<file path="config.mk">
export PLATFORM = sky130hd
export DESIGN_NAME = vga_target_overlay_flat
export DESIGN_NICKNAME = d
export VERILOG_FILES = /design/src/rtl/vga_overlay_pkg.sv /design/src/rtl/vga_target_overlay_if.sv /design/src/rtl/vga_timing_gen.sv /design/src/rtl/vga_target_overlay.sv /design/src/flat_wrapper.sv
export SDC_FILE = /design/constraint.sdc
export NUM_CORES = 1
export LEC_CHECK = 0
export CAP_MARGIN = 0
export CORE_UTILIZATION = 25
export DETAILED_ROUTE_END_ITERATION = 16
export PLACE_DENSITY = 0.5
export REMOVE_ABC_BUFFERS = 1
export SLEW_MARGIN = 15
export SYNTH_ARGS = -nofsm -noshare
export SYNTH_HDL_FRONTEND = slang
export SYNTH_SLANG_ARGS = --single-unit
export TNS_END_PERCENT = 1
</file>
<file path="constraint.sdc">
create_clock -name clk -period 7.6 [get_ports clk]
set_input_delay 1.14 -clock clk [delete_from_list [all_inputs] [get_ports clk]]
set_output_delay 1.14 -clock clk [all_outputs]
set_load 0.1 [all_outputs]
</file>
<file path="src/rtl/vga_overlay_pkg.sv">
// rtl/vga_overlay_pkg.sv - VGA 640x480 timing constants, target box geometry/colours and round FSM types
package vga_overlay_pkg;

    localparam int H_VISIBLE = 640;
    localparam int H_FRONT   = 16;
    localparam int H_SYNC    = 96;
    localparam int H_BACK    = 48;
    localparam int H_TOTAL   = H_VISIBLE + H_FRONT + H_SYNC + H_BACK;

    localparam int V_VISIBLE = 480;
    localparam int V_FRONT   = 10;
    localparam int V_SYNC    = 2;
    localparam int V_BACK    = 33;
    localparam int V_TOTAL   = V_VISIBLE + V_FRONT + V_SYNC + V_BACK;

    localparam int HS_START  = H_VISIBLE + H_FRONT;
    localparam int HS_END    = HS_START + H_SYNC;
    localparam int VS_START  = V_VISIBLE + V_FRONT;
    localparam int VS_END    = VS_START + V_SYNC;

    localparam int BOX_SIZE  = 20;
    localparam int LEFT_X    = 170;
    localparam int RIGHT_X   = 450;
    localparam int TOP_Y     = 125;
    localparam int BOTTOM_Y  = 335;

    localparam logic [11:0] COL_LT    = 12'h00F;
    localparam logic [11:0] COL_RT    = 12'hF00;
    localparam logic [11:0] COL_LB    = 12'h888;
    localparam logic [11:0] COL_RB    = 12'h0F0;
    localparam logic [11:0] COL_DONE  = 12'hFFF;
    localparam logic [11:0] COL_FLASH = 12'hFFF;
    localparam logic [11:0] COL_CROSS = 12'hFF0;

    typedef enum logic {S_PLAY, S_CLEAR} round_state_t;
    typedef enum logic [1:0] {BOX_LT, BOX_RT, BOX_LB, BOX_RB} box_idx_t;

    // Bit 0 of the box index selects the right column, bit 1 the bottom row.
    function automatic int box_x(input box_idx_t i);
        return i[0] ? RIGHT_X : LEFT_X;
    endfunction

    function automatic int box_y(input box_idx_t i);
        return i[1] ? BOTTOM_Y : TOP_Y;
    endfunction

    function automatic logic [11:0] box_colour(input box_idx_t i);
        case (i)
            BOX_LT:  return COL_LT;
            BOX_RT:  return COL_RT;
            BOX_LB:  return COL_LB;
            default: return COL_RB;
        endcase
    endfunction

    // Half-open square test: x0 <= x < x0+size, y0 <= y < y0+size.
    function automatic logic in_square(input int x, input int y, input int x0, input int y0, input int size);
        return (x >= x0) && (x < x0 + size) && (y >= y0) && (y < y0 + size);
    endfunction

endpackage

</file>
<file path="src/rtl/vga_target_overlay_if.sv">
// rtl/vga_target_overlay_if.sv - camera/detector/monitor signal bundle of the target overlay
interface vga_target_overlay_if;
    logic [3:0] r_in;
    logic [3:0] g_in;
    logic [3:0] b_in;
    logic       pass_LT;
    logic       pass_RT;
    logic       pass_LB;
    logic       pass_RB;
    logic [9:0] x_pixel;
    logic [9:0] y_pixel;
    logic       DE;
    logic       vsync;
    logic       vga_hsync;
    logic       vga_vsync;
    logic       vga_de;
    logic [3:0] r_out;
    logic [3:0] g_out;
    logic [3:0] b_out;
    logic [3:0] done_mask;
    logic       round_clear;

    modport master (
        input  r_in, g_in, b_in, pass_LT, pass_RT, pass_LB, pass_RB,
        output x_pixel, y_pixel, DE, vsync, vga_hsync, vga_vsync, vga_de,
        output r_out, g_out, b_out, done_mask, round_clear
    );

    modport slave (
        output r_in, g_in, b_in, pass_LT, pass_RT, pass_LB, pass_RB,
        input  x_pixel, y_pixel, DE, vsync, vga_hsync, vga_vsync, vga_de,
        input  r_out, g_out, b_out, done_mask, round_clear
    );
endinterface

</file>
<file path="src/rtl/vga_timing_gen.sv">
// rtl/vga_timing_gen.sv - 800x525 raster counters with registered DE/syncs and frame_end strobe
module vga_timing_gen
    import vga_overlay_pkg::*;
(
    input  logic       clk,
    input  logic       reset_n,
    output logic [9:0] h_cnt,
    output logic [9:0] v_cnt,
    output logic       de,
    output logic       hsync,
    output logic       vsync,
    output logic       frame_end
);

    logic       h_wrap;
    logic [9:0] h_next;
    logic [9:0] v_next;

    // Next raster position; DE/syncs are decoded from it so they line up with the registered counters.
    always_comb begin
        h_wrap = (h_cnt == 10'(H_TOTAL - 1));
        h_next = h_wrap ? 10'd0 : h_cnt + 10'd1;
        v_next = v_cnt;
        if (h_wrap) begin
            v_next = (v_cnt == 10'(V_TOTAL - 1)) ? 10'd0 : v_cnt + 10'd1;
        end
    end

    // Counter and timing-strobe registers.
    always_ff @(posedge clk or negedge reset_n) begin
        if (!reset_n) begin
            h_cnt <= 10'd0;
            v_cnt <= 10'd0;
            de    <= 1'b0;
            hsync <= 1'b1;
            vsync <= 1'b1;
        end else begin
            h_cnt <= h_next;
            v_cnt <= v_next;
            de    <= (h_next < 10'(H_VISIBLE)) && (v_next < 10'(V_VISIBLE));
            hsync <= !((h_next >= 10'(HS_START)) && (h_next < 10'(HS_END)));
            vsync <= !((v_next >= 10'(VS_START)) && (v_next < 10'(VS_END)));
        end
    end

    assign frame_end = (h_cnt == 10'd0) && (v_cnt == 10'(V_VISIBLE));

endmodule

</file>
<file path="src/rtl/vga_target_overlay.sv">
// rtl/vga_target_overlay.sv - target-box overlay, frame scoring and round FSM; OVERLAY_CROSSHAIR_EN adds a centre crosshair
module vga_target_overlay
    import vga_overlay_pkg::*;
#(
    parameter int HOLD_FRAMES  = 8,
    parameter int FLASH_FRAMES = 30,
    parameter int BORDER       = 2
) (
    input  logic                 clk,
    input  logic                 reset_n,
    vga_target_overlay_if.master bus
);

    logic [9:0]      h;
    logic [9:0]      v;
    logic            de0;
    logic            hs0;
    logic            vs0;
    logic            frame_end;

    round_state_t    state;
    round_state_t    state_n;
    logic [3:0][7:0] hold_cnt;
    logic [3:0][7:0] hold_n;
    logic [7:0]      flash_cnt;
    logic [7:0]      flash_n;
    logic [3:0]      done_mask;
    logic [3:0]      done_n;
    logic [3:0]      pass;

    int              hx;
    int              vy;
    logic            ring_hit;
    box_idx_t        ring_idx;
    logic [11:0]     pix;
    logic            round_clear_d;

    logic            hsync_q;
    logic            vsync_q;
    logic            de_q;
    logic [11:0]     rgb_q;
    logic            round_clear_q;

    vga_timing_gen u_timing (
        .clk       (clk),
        .reset_n   (reset_n),
        .h_cnt     (h),
        .v_cnt     (v),
        .de        (de0),
        .hsync     (hs0),
        .vsync     (vs0),
        .frame_end (frame_end)
    );

    assign pass = {bus.pass_RB, bus.pass_LB, bus.pass_RT, bus.pass_LT};
    assign hx   = int'(h);
    assign vy   = int'(v);

    // Round state and scoring counters; they only move on frame_end.
    always_ff @(posedge clk or negedge reset_n) begin
        if (!reset_n) begin
            state     <= S_PLAY;
            hold_cnt  <= '0;
            flash_cnt <= 8'd0;
            done_mask <= 4'd0;
        end else begin
            state     <= state_n;
            hold_cnt  <= hold_n;
            flash_cnt <= flash_n;
            done_mask <= done_n;
        end
    end

    // Next-state: per-box consecutive-pass counting in PLAY, flash countdown in CLEAR.
    always_comb begin
        state_n = state;
        hold_n  = hold_cnt;
        flash_n = flash_cnt;
        done_n  = done_mask;
        if (frame_end) begin
            case (state)
                S_PLAY: begin
                    for (int i = 0; i < 4; i++) begin
                        if (!done_mask[i]) begin
                            if (pass[i]) begin
                                hold_n[i] = hold_cnt[i] + 8'd1;
                                if (hold_n[i] == 8'(HOLD_FRAMES)) begin
                                    done_n[i] = 1'b1;
                                end
                            end else begin
                                hold_n[i] = 8'd0;
                            end
                        end
                    end
                    if (done_n == 4'hF) begin
                        state_n = S_CLEAR;
                        flash_n = 8'd0;
                    end
                end
                default: begin
                    if (flash_cnt == 8'(FLASH_FRAMES - 1)) begin
                        state_n = S_PLAY;
                        done_n  = 4'd0;
                        hold_n  = '0;
                        flash_n = 8'd0;
                    end else begin
                        flash_n = flash_cnt + 8'd1;
                    end
                end
            endcase
        end
    end

    // Border ring lookup: BORDER pixels around each box, excluding the box interior.
    always_comb begin
        ring_hit = 1'b0;
        ring_idx = BOX_LT;
        for (int i = 0; i < 4; i++) begin
            if (in_square(hx, vy, box_x(box_idx_t'(i)) - BORDER, box_y(box_idx_t'(i)) - BORDER,
                          BOX_SIZE + 2 * BORDER) &&
                !in_square(hx, vy, box_x(box_idx_t'(i)), box_y(box_idx_t'(i)), BOX_SIZE)) begin
                ring_hit = 1'b1;
                ring_idx = box_idx_t'(i);
            end
        end
    end

`ifdef OVERLAY_CROSSHAIR_EN
    logic cross_hit;
    assign cross_hit = ((hx >= 312) && (hx <= 327) && (vy >= 239) && (vy <= 240)) ||
                       ((vy >= 232) && (vy <= 247) && (hx >= 319) && (hx <= 320));
`endif

    // Output decode: pixel priority chain and the PLAY->CLEAR transition strobe.
    always_comb begin
        round_clear_d = (state == S_PLAY) && (state_n == S_CLEAR);
        pix           = {bus.r_in, bus.g_in, bus.b_in};
        if (!de0) begin
            pix = 12'h000;
        end else if ((state == S_CLEAR) && !flash_cnt[2]) begin
            pix = COL_FLASH;
        end
`ifdef OVERLAY_CROSSHAIR_EN
        else if (cross_hit) begin
            pix = COL_CROSS;
        end
`endif
        else if (ring_hit) begin
            pix = done_mask[ring_idx] ? COL_DONE : box_colour(ring_idx);
        end
    end

    // Stage-1 monitor registers: timing delayed one clock alongside the composited pixel.
    always_ff @(posedge clk or negedge reset_n) begin
        if (!reset_n) begin
            hsync_q       <= 1'b1;
            vsync_q       <= 1'b1;
            de_q          <= 1'b0;
            rgb_q         <= 12'h000;
            round_clear_q <= 1'b0;
        end else begin
            hsync_q       <= hs0;
            vsync_q       <= vs0;
            de_q          <= de0;
            rgb_q         <= pix;
            round_clear_q <= round_clear_d;
        end
    end

    assign bus.x_pixel     = h;
    assign bus.y_pixel     = v;
    assign bus.DE          = de0;
    assign bus.vsync       = vs0;
    assign bus.vga_hsync   = hsync_q;
    assign bus.vga_vsync   = vsync_q;
    assign bus.vga_de      = de_q;
    assign bus.r_out       = rgb_q[11:8];
    assign bus.g_out       = rgb_q[7:4];
    assign bus.b_out       = rgb_q[3:0];
    assign bus.done_mask   = done_mask;
    assign bus.round_clear = round_clear_q;

endmodule
</file>
<file path="src/flat_wrapper.sv">
// flat-port wrapper written by rule: the top's interface ports become plain ports
module vga_target_overlay_flat import vga_overlay_pkg::*;
#(
    parameter int HOLD_FRAMES  = 8,
    parameter int FLASH_FRAMES = 30,
    parameter int BORDER       = 2
)
  (clk, reset_n, bus_r_in, bus_g_in, bus_b_in, bus_pass_LT, bus_pass_RT, bus_pass_LB, bus_pass_RB, bus_x_pixel, bus_y_pixel, bus_DE, bus_vsync, bus_vga_hsync, bus_vga_vsync, bus_vga_de, bus_r_out, bus_g_out, bus_b_out, bus_done_mask, bus_round_clear);
  vga_target_overlay_if bus_i ();
  input  logic clk;
  input  logic reset_n;
  input wire logic [$bits(bus_i.r_in)-1:0] bus_r_in;
  input wire logic [$bits(bus_i.g_in)-1:0] bus_g_in;
  input wire logic [$bits(bus_i.b_in)-1:0] bus_b_in;
  input wire logic [$bits(bus_i.pass_LT)-1:0] bus_pass_LT;
  input wire logic [$bits(bus_i.pass_RT)-1:0] bus_pass_RT;
  input wire logic [$bits(bus_i.pass_LB)-1:0] bus_pass_LB;
  input wire logic [$bits(bus_i.pass_RB)-1:0] bus_pass_RB;
  output wire logic [$bits(bus_i.x_pixel)-1:0] bus_x_pixel;
  output wire logic [$bits(bus_i.y_pixel)-1:0] bus_y_pixel;
  output wire logic [$bits(bus_i.DE)-1:0] bus_DE;
  output wire logic [$bits(bus_i.vsync)-1:0] bus_vsync;
  output wire logic [$bits(bus_i.vga_hsync)-1:0] bus_vga_hsync;
  output wire logic [$bits(bus_i.vga_vsync)-1:0] bus_vga_vsync;
  output wire logic [$bits(bus_i.vga_de)-1:0] bus_vga_de;
  output wire logic [$bits(bus_i.r_out)-1:0] bus_r_out;
  output wire logic [$bits(bus_i.g_out)-1:0] bus_g_out;
  output wire logic [$bits(bus_i.b_out)-1:0] bus_b_out;
  output wire logic [$bits(bus_i.done_mask)-1:0] bus_done_mask;
  output wire logic [$bits(bus_i.round_clear)-1:0] bus_round_clear;
  assign bus_i.r_in = bus_r_in;
  assign bus_i.g_in = bus_g_in;
  assign bus_i.b_in = bus_b_in;
  assign bus_i.pass_LT = bus_pass_LT;
  assign bus_i.pass_RT = bus_pass_RT;
  assign bus_i.pass_LB = bus_pass_LB;
  assign bus_i.pass_RB = bus_pass_RB;
  assign bus_x_pixel = bus_i.x_pixel;
  assign bus_y_pixel = bus_i.y_pixel;
  assign bus_DE = bus_i.DE;
  assign bus_vsync = bus_i.vsync;
  assign bus_vga_hsync = bus_i.vga_hsync;
  assign bus_vga_vsync = bus_i.vga_vsync;
  assign bus_vga_de = bus_i.vga_de;
  assign bus_r_out = bus_i.r_out;
  assign bus_g_out = bus_i.g_out;
  assign bus_b_out = bus_i.b_out;
  assign bus_done_mask = bus_i.done_mask;
  assign bus_round_clear = bus_i.round_clear;
  vga_target_overlay #(.HOLD_FRAMES(HOLD_FRAMES), .FLASH_FRAMES(FLASH_FRAMES), .BORDER(BORDER)) u_core (.clk(clk), .reset_n(reset_n), .bus(bus_i));
endmodule
</file>
======== Word level (Yosys, flattened, before mapping) ========
Cells that the tools add are included.
cells by class
  multiplexer cells ....................... 56
  add/subtract/negate cells ............... 7
  bitwise logic cells ..................... 1
  magnitude comparators ................... 23
  reduce and logical (&&, ||, !) cells .... 46
  equal/unequal tests ..................... 16
operators with widths
  kind                   count
  $mux 8                 11
  $mux 32                2
  $lt 10x9->1 const B    6
  $ge 10x9->1 const B    5
  $mux 12                4
  $add 8x1->8 const B    5
  $lt 10x8->1 const B    4
  $pmux 12 s3            1
  $eq 8x4->1 const B     4
  $logic_and 1x1->1      30
  $mux 1                 30
  $mux 10                3
  $add 10x1->10 const B  2
  $eq 10x10->1 const B   2
  $ge 10x7->1 const B    2
  $ge 10x8->1 const B    2
  $lt 10x10->1 const B   2
  $reduce_and 3->1       4
  $eq 10x9->1 const B    1
  $ge 10x10->1 const B   1
  $logic_not 10->1       1
  $eq 8x5->1 const B     1
  $mux 4                 2
  $ne 2x1->1 const B     4
  other kinds (12)       20
storage, ports and cells
  register bits after elaboration ......... 84
  word-level logic and storage cells ...... 166
  input port bits ......................... 18
  output and inout bits ................... 42

======== Longest topological paths before layout ========
Gate-level depths: netlist of run 1.
  depth after elaboration ................. 15
  depth in mapped cells ................... 12
  mapped depth without buffers ............ 12

======== By module ========
From an unflattened synthesis of run 1, not the netlist that was laid out.
unflattened totals
  cell total of the unflattened synthesis .. 585
  area, all modules ....................... 5,280.1 um^2
by module, submodules not included
  module              times used  area an instance (um^2)  cells an instance
  vga_target_overlay  1           3,881.2                  434
  vga_timing_gen      1           1,398.8                  151

======== Worst setup path before layout of run 1 ========
Ideal clock, no wire load.
  path kind ............................... register to register
  start ................................... register u_core.u_timing.v_cnt[0]
  end ..................................... register u_core.rgb_q[10]
  period minus slack after synthesis ...... 3.198 ns
  data required time ...................... 7.468 ns
  data arrival time ....................... 3.065 ns
  slack ................................... 4.402 ns
  path buffers ............................ 2
  cell stages (with the launch flop) ...... 11
  cell sequence ........................... dfrtp_1 ha_1 clkbuf_1 or4_1 mux2i_1 a21oi_1 o21ai_1 o211ai_1 buf_2 o21ai_0 a21oi_1
on the way
  cells in the longest elaborated chain, start to end .. 14
RTL lines
  item                                          line                                              RTL
  start, declared                               vga_timing_gen.sv:8                               output logic [9:0] v_cnt,
  start signal, assigned                        vga_timing_gen.sv:39                              v_cnt <= v_next;
  $ge 10x7->1                                   vga_overlay_pkg.sv:58                             return (x >= x0) && (x < x0 + size) && (y >= y0) && (y < y0 + size);
  $logic_and 1x1->1 (2 in series)               vga_overlay_pkg.sv:58
  $logic_not 1->1                               vga_target_overlay.sv:121                         !in_square(hx, vy, box_x(box_idx_t'(i)), box_y(box_idx_t'(i)), BOX_SIZE)) begin
  $logic_and 1x1->1                             vga_target_overlay.sv:120                         BOX_SIZE + 2 * BORDER) &&
  $mux 1                                        vga_target_overlay.sv:119                         if (in_square(hx, vy, box_x(box_idx_t'(i)) - BORDER, box_y(box_idx_t'(i)) - BORDER,
  $mux 2 (2 in series)                          vga_target_overlay.sv:119
  $eq 2x2->1 (tied with other cells)            vga_overlay_pkg.sv:48                             case (i)
  $pmux 12 s3 / $mux 1 (equally long branches)  vga_overlay_pkg.sv:48, vga_target_overlay.sv:149
  $mux 12                                       vga_target_overlay.sv:149                         pix = done_mask[ring_idx] ? COL_DONE : box_colour(ring_idx);
  $mux 12 *                                     vga_target_overlay.sv:148                         else if (ring_hit) begin
  $mux 12 *                                     vga_target_overlay.sv:140                         end else if ((state == S_CLEAR) && !flash_cnt[2]) begin
  $mux 12 *                                     vga_target_overlay.sv:138                         if (!de0) begin
  net u_core.pix[10]                            vga_target_overlay.sv:35                          logic [11:0] pix;
  end signal, assigned                          vga_target_overlay.sv:165                         rgb_q <= pix;
  end, declared                                 vga_target_overlay.sv:41                          logic [11:0] rgb_q;
Mark *: on every way through the listed nets, which the timed path passes. The rest lies on a longest branch. The select of a mux whose other input is x is not followed.
A chain may end at the register's enable or synchronous reset.

======== Final worst setup path of run 1 ========
  start ................................... register u_core.u_timing.v_cnt[4]
  end ..................................... output port bus_y_pixel[4]
RTL lines
  item           line                RTL
  end, declared  flat_wrapper.sv:20  output wire logic [$bits(bus_i.y_pixel)-1:0] bus_y_pixel;
No word-level cell between the ends.

==> results.md, run 1 <==
- Ys async rst share: 100%
- Root buffer cell: clkbuf_16
- Worst hold stages: 0
- RePlAce Congestion: 0.850
- Largest net degree at the start of global routing: 62
- Setup TNS Final: 0 ps
- Pwr Density: 157 mW/mm2
- # nets final: 634
- CP delay by family, top: buffers and inverters
- Setup-failing EPs final: 0
- Hold worst-path end: u_core.bus.vga_hsync$_DFF_PN1_
- Share of cells above drive strength 1: 6.14%
- RSZ-0062 raised after global routing: false
- GR Util All Layers: 13.1%
- Cells after synthesis: 548
- Dpl hpwl: 8940 um
- Post-Synth XOR/XNOR Area: 4.44%
- Via/cell ratio: 4.94
- DRC: 0
- Initial Utilization: 25.9%
- Met2 routed WL: 5730 um
- Setup CP Type: register to primary output
- Status: complete, no violations
- GRT overflow: 0
- Cts repair resizes: 0
- Top Layer Used: met4
- RR Startpoint: u_core.u_timing.v_cnt[0]$_DFF_PN0_
- DRT Pass-1 Iters: 4
- CP max stage cell: clkdlybuf4s50_1
- Simple-Gate Fraction of Synth Area: 24.2%
- Path depth of the worst reg2reg path: 8
- Via count: 4267
- Startpoint types: register
- Largest family of logic cells by synthesized area: simple AND/OR/NAND/NOR gates
- Die height: 142 um
- Mapped Area: 0.00493 mm2
- Critical path cell sequence: clkdlybuf4s50_1
- # rows: 50
- Peak Freq: 0.303 GHz
- CTS hold repair buffers: 0
- Ports: 60
- Post-Route WL: 12600 um
- Max cap viols: 0
- Synth Area in Compound Gates: 19.7%
- Antenna Cells: 0
- Met1 wire length: 6400 um
- Worst Path Arrival: 2160 ps
- Postcts setup bufs: 0
- Worst Tran Pin Value: 994 ps
- Min-delay src: u_core.u_timing.hsync$_DFF_PN1_
- DIE AREA: 0.0203 mm2
- Worst stage delay on the critical path: 1220 ps
- RR Endpoint: u_core.rgb_q[8]$_DFF_PN0_
- Mapped Avg Cell Area: 8.99 um2
- Worst Slack Setup Final: 4300 ps
- Max-Slew Margin vs Limit: 33.6%
- Count of final hold-check violations: 0
- Clk Latency, worst-skew pair: 330 ps
- Initial antenna violation count: 0
- Vias in the first global route: 4219
- FF-to-FF setup slack: 4480 ps
- Max-slew violations: 0
- # H-tree levels: 3
- Longest Clk Path Bufs: 2
- Clk sinks: 84
- YS warnings: 0
- First-pass GRT wire length: 21400 um
- Synth Register Bits: 84
- Period utilisation layout: 43.5%
- Multiplexer area fraction after synthesis: 1.02%
- WL met3: 408 um
- CTS tree: yes
- ANT nets after route: 0
- CP Max Fanout: 15
- CP endpoint kind: primary output
- CTS clk-pin slew, worst paths: 60 ps
- Pre-CTS setup slack: 4220 ps
- Leak Pwr: 2.45 nW
- Buf/Inv on CP: 1
- Area growth syn-to-layout: 22.9%
- Wire per inst: 14.7 um
- Initial DRC count: 287
- Synth unique cells: 66
- Post-layout min period: 3300 ps
- EDFF count, synth: 0
- Worst Path Required: 6460 ps
- Die Width: 142 um
- Clk_skew: 5.39 ps
- Max IR drop VDD: 0.110 mV
- Hold Path Class: register to register
- Top_reg_cell synth: dfrtp_1
- Adder-Cell Fraction of Synth Area: 4.32%
- Tot Pwr: 0.947 mW
- CORE AREA: 0.0190 mm2
- Port Buffer Count: 59
- Sequential share of the synthesized area: 42.8%
- Cts bufs inserted: 9
==> through the flow <==
| step | cells | cell area (um2) | util (%) | hold slack, ps |
|---|---|---|---|---|
| after global placement | 848 | 5760 | 30.3 | 351 |
| after detailed placement | 848 | 5760 | 30.3 | 353 |
| final | 863 | 6050 | 31.8 | 367 |
| after floorplan | 527 | 4830 | - | 345 |
| after global routing | 863 | 6050 | 31.8 | 370 |
| after CTS | 863 | 6050 | 31.8 | 367 |
==> cells by family (layout without fill, tap and decap cells) <==
group                    after synthesis  in the layout
AND/OR/NAND/NOR                      220            220
buffers and inverters                 43             98
flip-flops                            84             84
AO/OA/AOI/OAI                        154            154
XOR/XNOR                              25             25
adder cells (fa/ha/maj)               17             17
multiplexers                           5              5
==> registers in the layout, summed over array words and instances (netlist names) <==
register,cells
u_core.rgb_q,12
u_core.bus.done_mask,4
u_core.u_timing.vsync,1
u_core.u_timing.hsync,1
u_core.u_timing.de,1
u_core.u_timing.v_cnt,10
u_core.u_timing.h_cnt,10
u_core.bus.vga_vsync,1
u_core.bus.vga_de,1
u_core.bus.round_clear,1
u_core.state,1
u_core.flash_cnt,8
u_core.hold_cnt,32
u_core.bus.vga_hsync,1
==> per-layer routing <==
metal	global-route usage [%]	vias up
met5	0	-
met4	3.06	0
met3	2.49	12
met2	20.8	71
met1	18.2	2079
li1	-	2105
==> worst max path at each step <==
stage / end / slack (ps) / cells after the start / startpoint
6_report: bus_y_pixel[4] / 4300 / 1 / u_core.u_timing.v_cnt[4]$_DFF_PN0_
5_1_grt: u_core.rgb_q[8]$_DFF_PN0_ / 4080 / 8 / u_core.u_timing.v_cnt[0]$_DFF_PN0_
4_1_cts: bus_y_pixel[4] / 4290 / 1 / u_core.u_timing.v_cnt[4]$_DFF_PN0_
3_5_place_dp: u_core.flash_cnt[4]$_DFFE_PN0P_ / 4220 / 7 / bus_pass_RB
3_3_place_gp: u_core.flash_cnt[4]$_DFFE_PN0P_ / 4270 / 7 / bus_pass_RB
2_1_floorplan: u_core.rgb_q[11]$_DFF_PN0_ / 4430 / 8 / u_core.u_timing.v_cnt[0]$_DFF_PN0_
==> area by class of cell <==
type	instances	area [um2]
clock buffers	11	243
clock inverters	4	50.0
fillers	1984	13000
inverters	22	82.6
multi-input cells	421	2640
flip-flops and latches	84	2110
well taps	260	325
repair buffers	61	603
==> power breakdown <==
| group | total (mW) | internal [mW] | switching (mW) | leakage, nW |
|---|---|---|---|---|
| logic | 0.0536 | 0.0150 | 0.0386 | 1.32 |
| clock network | 0.442 | 0.261 | 0.181 | 0.138 |
| registers | 0.451 | 0.450 | 0.00107 | 0.987 |
| total | 0.947 | 0.727 | 0.221 | 2.45 |
==> synthesized netlist by cell type (2+ instances only) <==
cell       count  area (um2)
dfrtp_1       80        2000
o41ai_1        2        17.5
nand3_1       28         140
nor4bb_1       2        20.0
o21ai_1        5        25.0
ha_1          17         213
o21a_1         4        30.0
nand2_1       58         218
inv_1         22        82.6
nor2b_1        9        56.3
o2bb2ai_1      3        26.3
or2_2          2        12.5
a21o_1         4        30.0
dfstp_2        4         105
o31ai_1       19         143
or4_1          9        67.6
o21ai_0       62         310
a21oi_1       24         120
xor2_1        10        87.6
or4b_2         3        30.0
nand4_1       12        75.1
xnor2_1       15         131
or3_1          4        25.0
a22o_1         4        35.0
and4_1         6        52.6
o2111ai_1      2        17.5
mux2i_1        5        50.1
nor3_1         8        40.0
nand4b_1       2        17.5
a211oi_1       4        30.0
a31oi_1        3        18.8
buf_6          2        22.5
clkbuf_1      18        67.6
nor2_1        36         135
and2_1         9        56.3
and3_1        14        87.6
a41oi_1        3        26.3
nor4_1         2        12.5
nand2b_1       4        25.0
o211ai_1       2        15.0
==> cells in the final DEF (no fill, tap or decap), types with 3 or more instances in the layout <==
master / synthesis / layout
or4b_2: 3 / 3
a211oi_1: 4 / 4
ha_1: 17 / 17
a22o_1: 4 / 4
dfstp_2: 4 / 4
and4_1: 6 / 6
and3_1: 14 / 14
nand4_1: 12 / 12
o31ai_1: 19 / 19
o21ai_0: 62 / 62
nor2b_1: 9 / 9
a31oi_1: 3 / 3
nand2b_1: 4 / 4
clkbuf_16: 0 / 9
nand3_1: 28 / 28
mux2i_1: 5 / 5
clkdlybuf4s50_1: 0 / 58
a21oi_1: 24 / 24
xnor2_1: 15 / 15
or3_1: 4 / 4
buf_4: 0 / 3
nand2_1: 58 / 58
inv_1: 22 / 22
nor3_1: 8 / 8
o2bb2ai_1: 3 / 3
nor2_1: 36 / 36
dfrtp_1: 80 / 80
a21o_1: 4 / 4
and2_1: 9 / 9
o21a_1: 4 / 4
a41oi_1: 3 / 3
o21ai_1: 5 / 5
or4_1: 9 / 9
xor2_1: 10 / 10
No activity file was read; power rests on OpenSTA's default activity.
==> run 2, diff against run 1 <==
clock period = 3.4 ns   (was 7.6 ns; I/O delays follow)
==> results.md, run 2 (synthesis gave the netlist of run 1 again) <==
- Combinational share of power: 5.4%
- Worst stage delay on the critical path: 470 ps
- Largest net degree at the start of global routing: 64
- Cell Int Power: 1.72 mW
- Clk sinks: 84
- Pwr Density: 367 mW/mm2
- Clk_skew: 12.5 ps
- CP Max Fanout: 12
- Max reg flops: 32
- Die height: 142 um
- Antenna Cells: 0
- CP most frequent cell: a21oi_1
- Clk Latency, worst-skew pair: 350 ps
- Initial DRC count: 244
- Initial Utilization: 25.9%
- Leak Pwr: 2.51 nW
- Postcts setup bufs: 0
- Worst Path Arrival: 3140 ps
- Critical path cell sequence: ha_1 > or4_1 > mux2i_1 > a21oi_1 > o21ai_1 > buf_4 > o211ai_1 > o21ai_0 > a21oi_1
- Cts bufs inserted: 9
- First-pass GRT wire length: 20900 um
- Max cap viols: 0
- Port Buffer Count: 59
- # nets final: 639
- Post-layout min period: 2920 ps
- GR Util All Layers: 13.1%
- Buf/Inv on CP: 1
- Via/cell ratio: 4.92
- Vias in the first global route: 4071
- Max-Slew Margin vs Limit: 32.9%
- Initial antenna violation count: 0
- Max IR drop VDD: 0.250 mV
- Commonest non-fill, non-tap cell in the layout: dfrtp_1
- Post-Route WL: 12600 um
- RePlAce Congestion: 0.826
- RSZ-0062 raised after global routing: false
- Count of final hold-check violations: 0
- Wire per inst: 14.5 um
- CTS tree: yes
- CP endpoint kind: register
- Area growth syn-to-layout: 23.4%
- Root buffer cell: clkbuf_16
- Max-slew violations: 0
- Setup-failing EPs final: 0
- CTS hold repair buffers: 0
- Dpl hpwl: 9090 um
- Top reg by flops: u_core.hold_cnt
- Net Sw Frac: 22.7%
- Setup CP Type: register to register
- Via count: 4274
- Largest regs: u_core.hold_cnt x32, u_core.rgb_q x12
- CORE AREA: 0.0190 mm2
- Setup TNS Final: 0 ps
- CTS clk-pin slew, worst paths: 60 ps
- P_sw: 0.507 mW
- Commonest non-fill, non-tap cells in the layout: dfrtp_1, o21ai_0, nand2_1, clkdlybuf4s50_1, nor2_1
- Status: complete, no violations
- Worst Path Required: 3620 ps
- Cts repair resizes: 0
- Filler cells: 1996
- Startpoint types: register
- Worst Tran Pin Value: 1000 ps
- DRC: 0
- Die Width: 142 um
- Reg power frac: 45.2%
- Period utilisation layout: 85.9%
- CP delay by family, top: compound AO/OA/AOI/OAI gates
- Clock Power Share: 49.3%
- Hold Path Class: primary input to asynchronous set/reset pin
- DIE AREA: 0.0203 mm2
- Hold slack: 256 ps
- # H-tree levels: 3
- GRT overflow: 0
- Longest Clk Path Bufs: 2
- ANT nets after route: 0
- Peak Freq: 0.342 GHz
- CP max stage cell: dfrtp_1
- Ports: 60
- DRT Pass-1 Iters: 5
- Share of cells above drive strength 1: 9.87%
- # rows: 50
[run 2: cell type report]
class,instances,area (um2),area share (%)
tap,260,325,5.35
timing repair buffer,66,596,9.80
clock inverter,3,68.8,1.13
multi-input combinational,421,2640,43.5
sequential,84,2110,34.7
clock buffer,12,256,4.22
inverter,22,82.6,1.36
[run 2: metrics by stage]
stage	cell area, um2	utilization [%]	worst slack, ps	std cells	power (mW)
after global placement	5750	30.3	539	853	1.15
after CTS	6080	32.0	457	868	2.27
after floorplan	4830	-	233	527	1.09
final	6080	32.0	479	868	2.23
after detailed placement	5750	30.3	467	853	1.15
after global routing	6080	32.0	167	868	2.30
[run 2: worst reg2reg max path: stages (launching register included)]
cell and delay, ps:
dfrtp_1 470, ha_1 370, or4_1 440, mux2i_1 350
a21oi_1 210, o21ai_1 160, buf_4 160, o211ai_1 290
o21ai_0 270, a21oi_1 70
[run 2: final timing paths]
check                                                    from                                  to  slack (ps)  cells past startpoint
min                                                   reset_n  u_core.u_timing.v_cnt[0]$_DFF_PN0_         260                      1
min reg2reg                   u_core.u_timing.hsync$_DFF_PN1_      u_core.bus.vga_hsync$_DFF_PN1_         360                      0
max reg2reg                u_core.u_timing.v_cnt[0]$_DFF_PN0_           u_core.rgb_q[2]$_DFF_PN0_         480                      9
max in group asynchronous                             reset_n     u_core.u_timing.hsync$_DFF_PN1_        2390                      2
min in group clk              u_core.u_timing.hsync$_DFF_PN1_      u_core.bus.vga_hsync$_DFF_PN1_         360                      0
max                        u_core.u_timing.v_cnt[0]$_DFF_PN0_           u_core.rgb_q[2]$_DFF_PN0_         480                      9
[run 2: metal layers]
| metal | vias to the layer above | wire (um) | share of wire (%) | global-route usage (%) |
|---|---|---|---|---|
| met4 | 0 | 153 | 1.2 | 3.74 |
| li1 | 2115 | - | - | - |
| met1 | 2065 | 6130 | 49 | 17.7 |
| met3 | 12 | 581 | 4.6 | 3.47 |
| met2 | 82 | 5710 | 45 | 20.2 |
| met5 | - | 0 | 0 | 0 |
[run 2: power by group through the flow]
stage          registers, mW  logic (mW)  clock network, mW
4_1_cts                 1.01       0.124               1.14
3_3_place_gp            1.03       0.123                  0
3_5_place_dp            1.03       0.123                  0
6_report                1.01       0.121               1.10
5_1_grt                 1.01       0.128               1.17
2_1_floorplan           1.08     0.00720                  0
==> RTL edit: new RTL, settings of run 2 <==
Take the reset off `rgb_q` and load it in a clocked block of its own.
--- a/src/rtl/vga_target_overlay.sv
+++ b/src/rtl/vga_target_overlay.sv
@@ -156,15 +156,17 @@
             hsync_q       <= 1'b1;
             vsync_q       <= 1'b1;
             de_q          <= 1'b0;
-            rgb_q         <= 12'h000;
             round_clear_q <= 1'b0;
         end else begin
             hsync_q       <= hs0;
             vsync_q       <= vs0;
             de_q          <= de0;
-            rgb_q         <= pix;
             round_clear_q <= round_clear_d;
         end
+    end
+
+    always_ff @(posedge clk) begin
+        rgb_q <= pix;
     end
 
     assign bus.x_pixel     = h;
Behaviour: differs if reset_n is asserted again (counterexample within 4 cycles, from zero or initial values and one cycle with reset_n low); with reset_n held inactive, the same outputs for 10 cycles.
==> RTL edit against run 2 <==
Total power decreased by 2.0%; cell count increased by 5.1%; worst hold slack better by 0.041 ns; sequential cell count unchanged; non-clock buffer count shrank 3; count of clock-buffer cells in the layout is 1 higher; final area grew 2.6%; first-iteration DRC count grew 15%; synthesized area grew 4.3%; fmax increased by 3.5%; routed wire length increased by 9.1%; worst setup slack improved by 0.10 ns; critical endpoint is now u_core.rgb_q[1]; largest power group unchanged.
==> RTL edit: results (changes against run 2) <==
Max Fclk 0.354 GHz (was 0.342 GHz); worst hold slack 0.296 ns (was 0.256 ns); DRT Wirelength 13700 um (was 12600 um); outcome finished clean (unchanged); pre-CTS setup slack 0.591 ns (was 0.467 ns); layout cells sized above 1 9.97% (was 9.87%); DR WL/cell 15.0 um (was 14.5 um); initial DRC count 281 (was 244); register area share after synthesis 39.8% (was 42.8%); sequential share of cell area 32.8% (was 34.7%); distinct cell type count after synthesis 67 (was 66); Signal inverters 25 (was 22); Layout clock buffers 13 (was 12); Min-Delay Path Class input port to asynchronous set/reset pin (unchanged); Worst Tran Pin Value 1.01 ns (was 1.00 ns); worst r2r src u_core.u_timing.h_cnt[2] (was u_core.u_timing.v_cnt[0]); Gate Count Post-Synth 590 (was 548); global-route usage over all layers 13.3% (was 13.1%); NonClk Buf Share 9.03% (was 9.80%); DR vias/cell 5.08 (was 4.92); core area 0.0202 mm2 (was 0.0190 mm2); CP max stage delay 0.60 ns (was 0.47 ns); placed cell count 896 (was 853); ClkCell Share 5.18% (was 5.35%); slowest CP cell or4_4 (was dfrtp_1); filler cell count in the final layout 2145 (was 1996); Synth top cells by count 68 x dfrtp_1, 64 x nand2_1, 58 x o21ai_0, 49 x nor2_1, 29 x nand3_1 (was 80 x dfrtp_1, 62 x o21ai_0, 58 x nand2_1, 36 x nor2_1, 28 x nand3_1); CP delay by family, top simple AND/OR/NAND/NOR gates (was compound AO/OA/AOI/OAI gates); Placed Area 0.00591 mm2 (was 0.00575 mm2); R2R Setup Slk 0.58 ns (was 0.48 ns); R2R depth 10 (was 9); Final Skew 0.00955 ns (was 0.0125 ns); async set-or-reset flop fraction in the synthesized netlist 85.7% (was 100%); CP max FO 9 (was 12); number of nets in the layout 672 (was 639); largest net degree at the start of global routing 73 (was 64); worst setup path end u_core.rgb_q[1] (was u_core.rgb_q[2]); global-route wire length before repair 22700 um (was 20900 um); fraction of area in multi-input gates 46.1% (was 43.5%); vias in the first global route 4452 (was 4071)
## RTL edit: kinds of logic (layout without fill, tap and decap cells)
| group | Yosys count | in the layout | synth area share (%) |
|---|---|---|---|
| muxes | 7 | 7 | 1.39 |
| xor gates and xnor gates | 23 | 23 | 3.92 |
| DFF | 84 | 84 | 39.8 |
| and+or+nand+nor | 266 | 266 | 28.1 |
| AOI/OAI and AO/OA | 141 | 141 | 18.3 |
| adders and majority gates | 17 | 17 | 4.14 |
| buffers and inverters | 52 | 104 | 4.28 |
## RTL edit: routing by layer
layer  part of all wire [%]  track usage, %
met1                     46            16.8
met2                     49            22.4
met3                    3.9            3.01
met4                    1.5            4.68
met5                      0               0
## RTL edit: power breakdown
group,internal (mW),switching (mW),total [mW]
registers,1.01,0.00275,1.01
logic,0.0360,0.0850,0.121
clock network,0.648,0.409,1.06
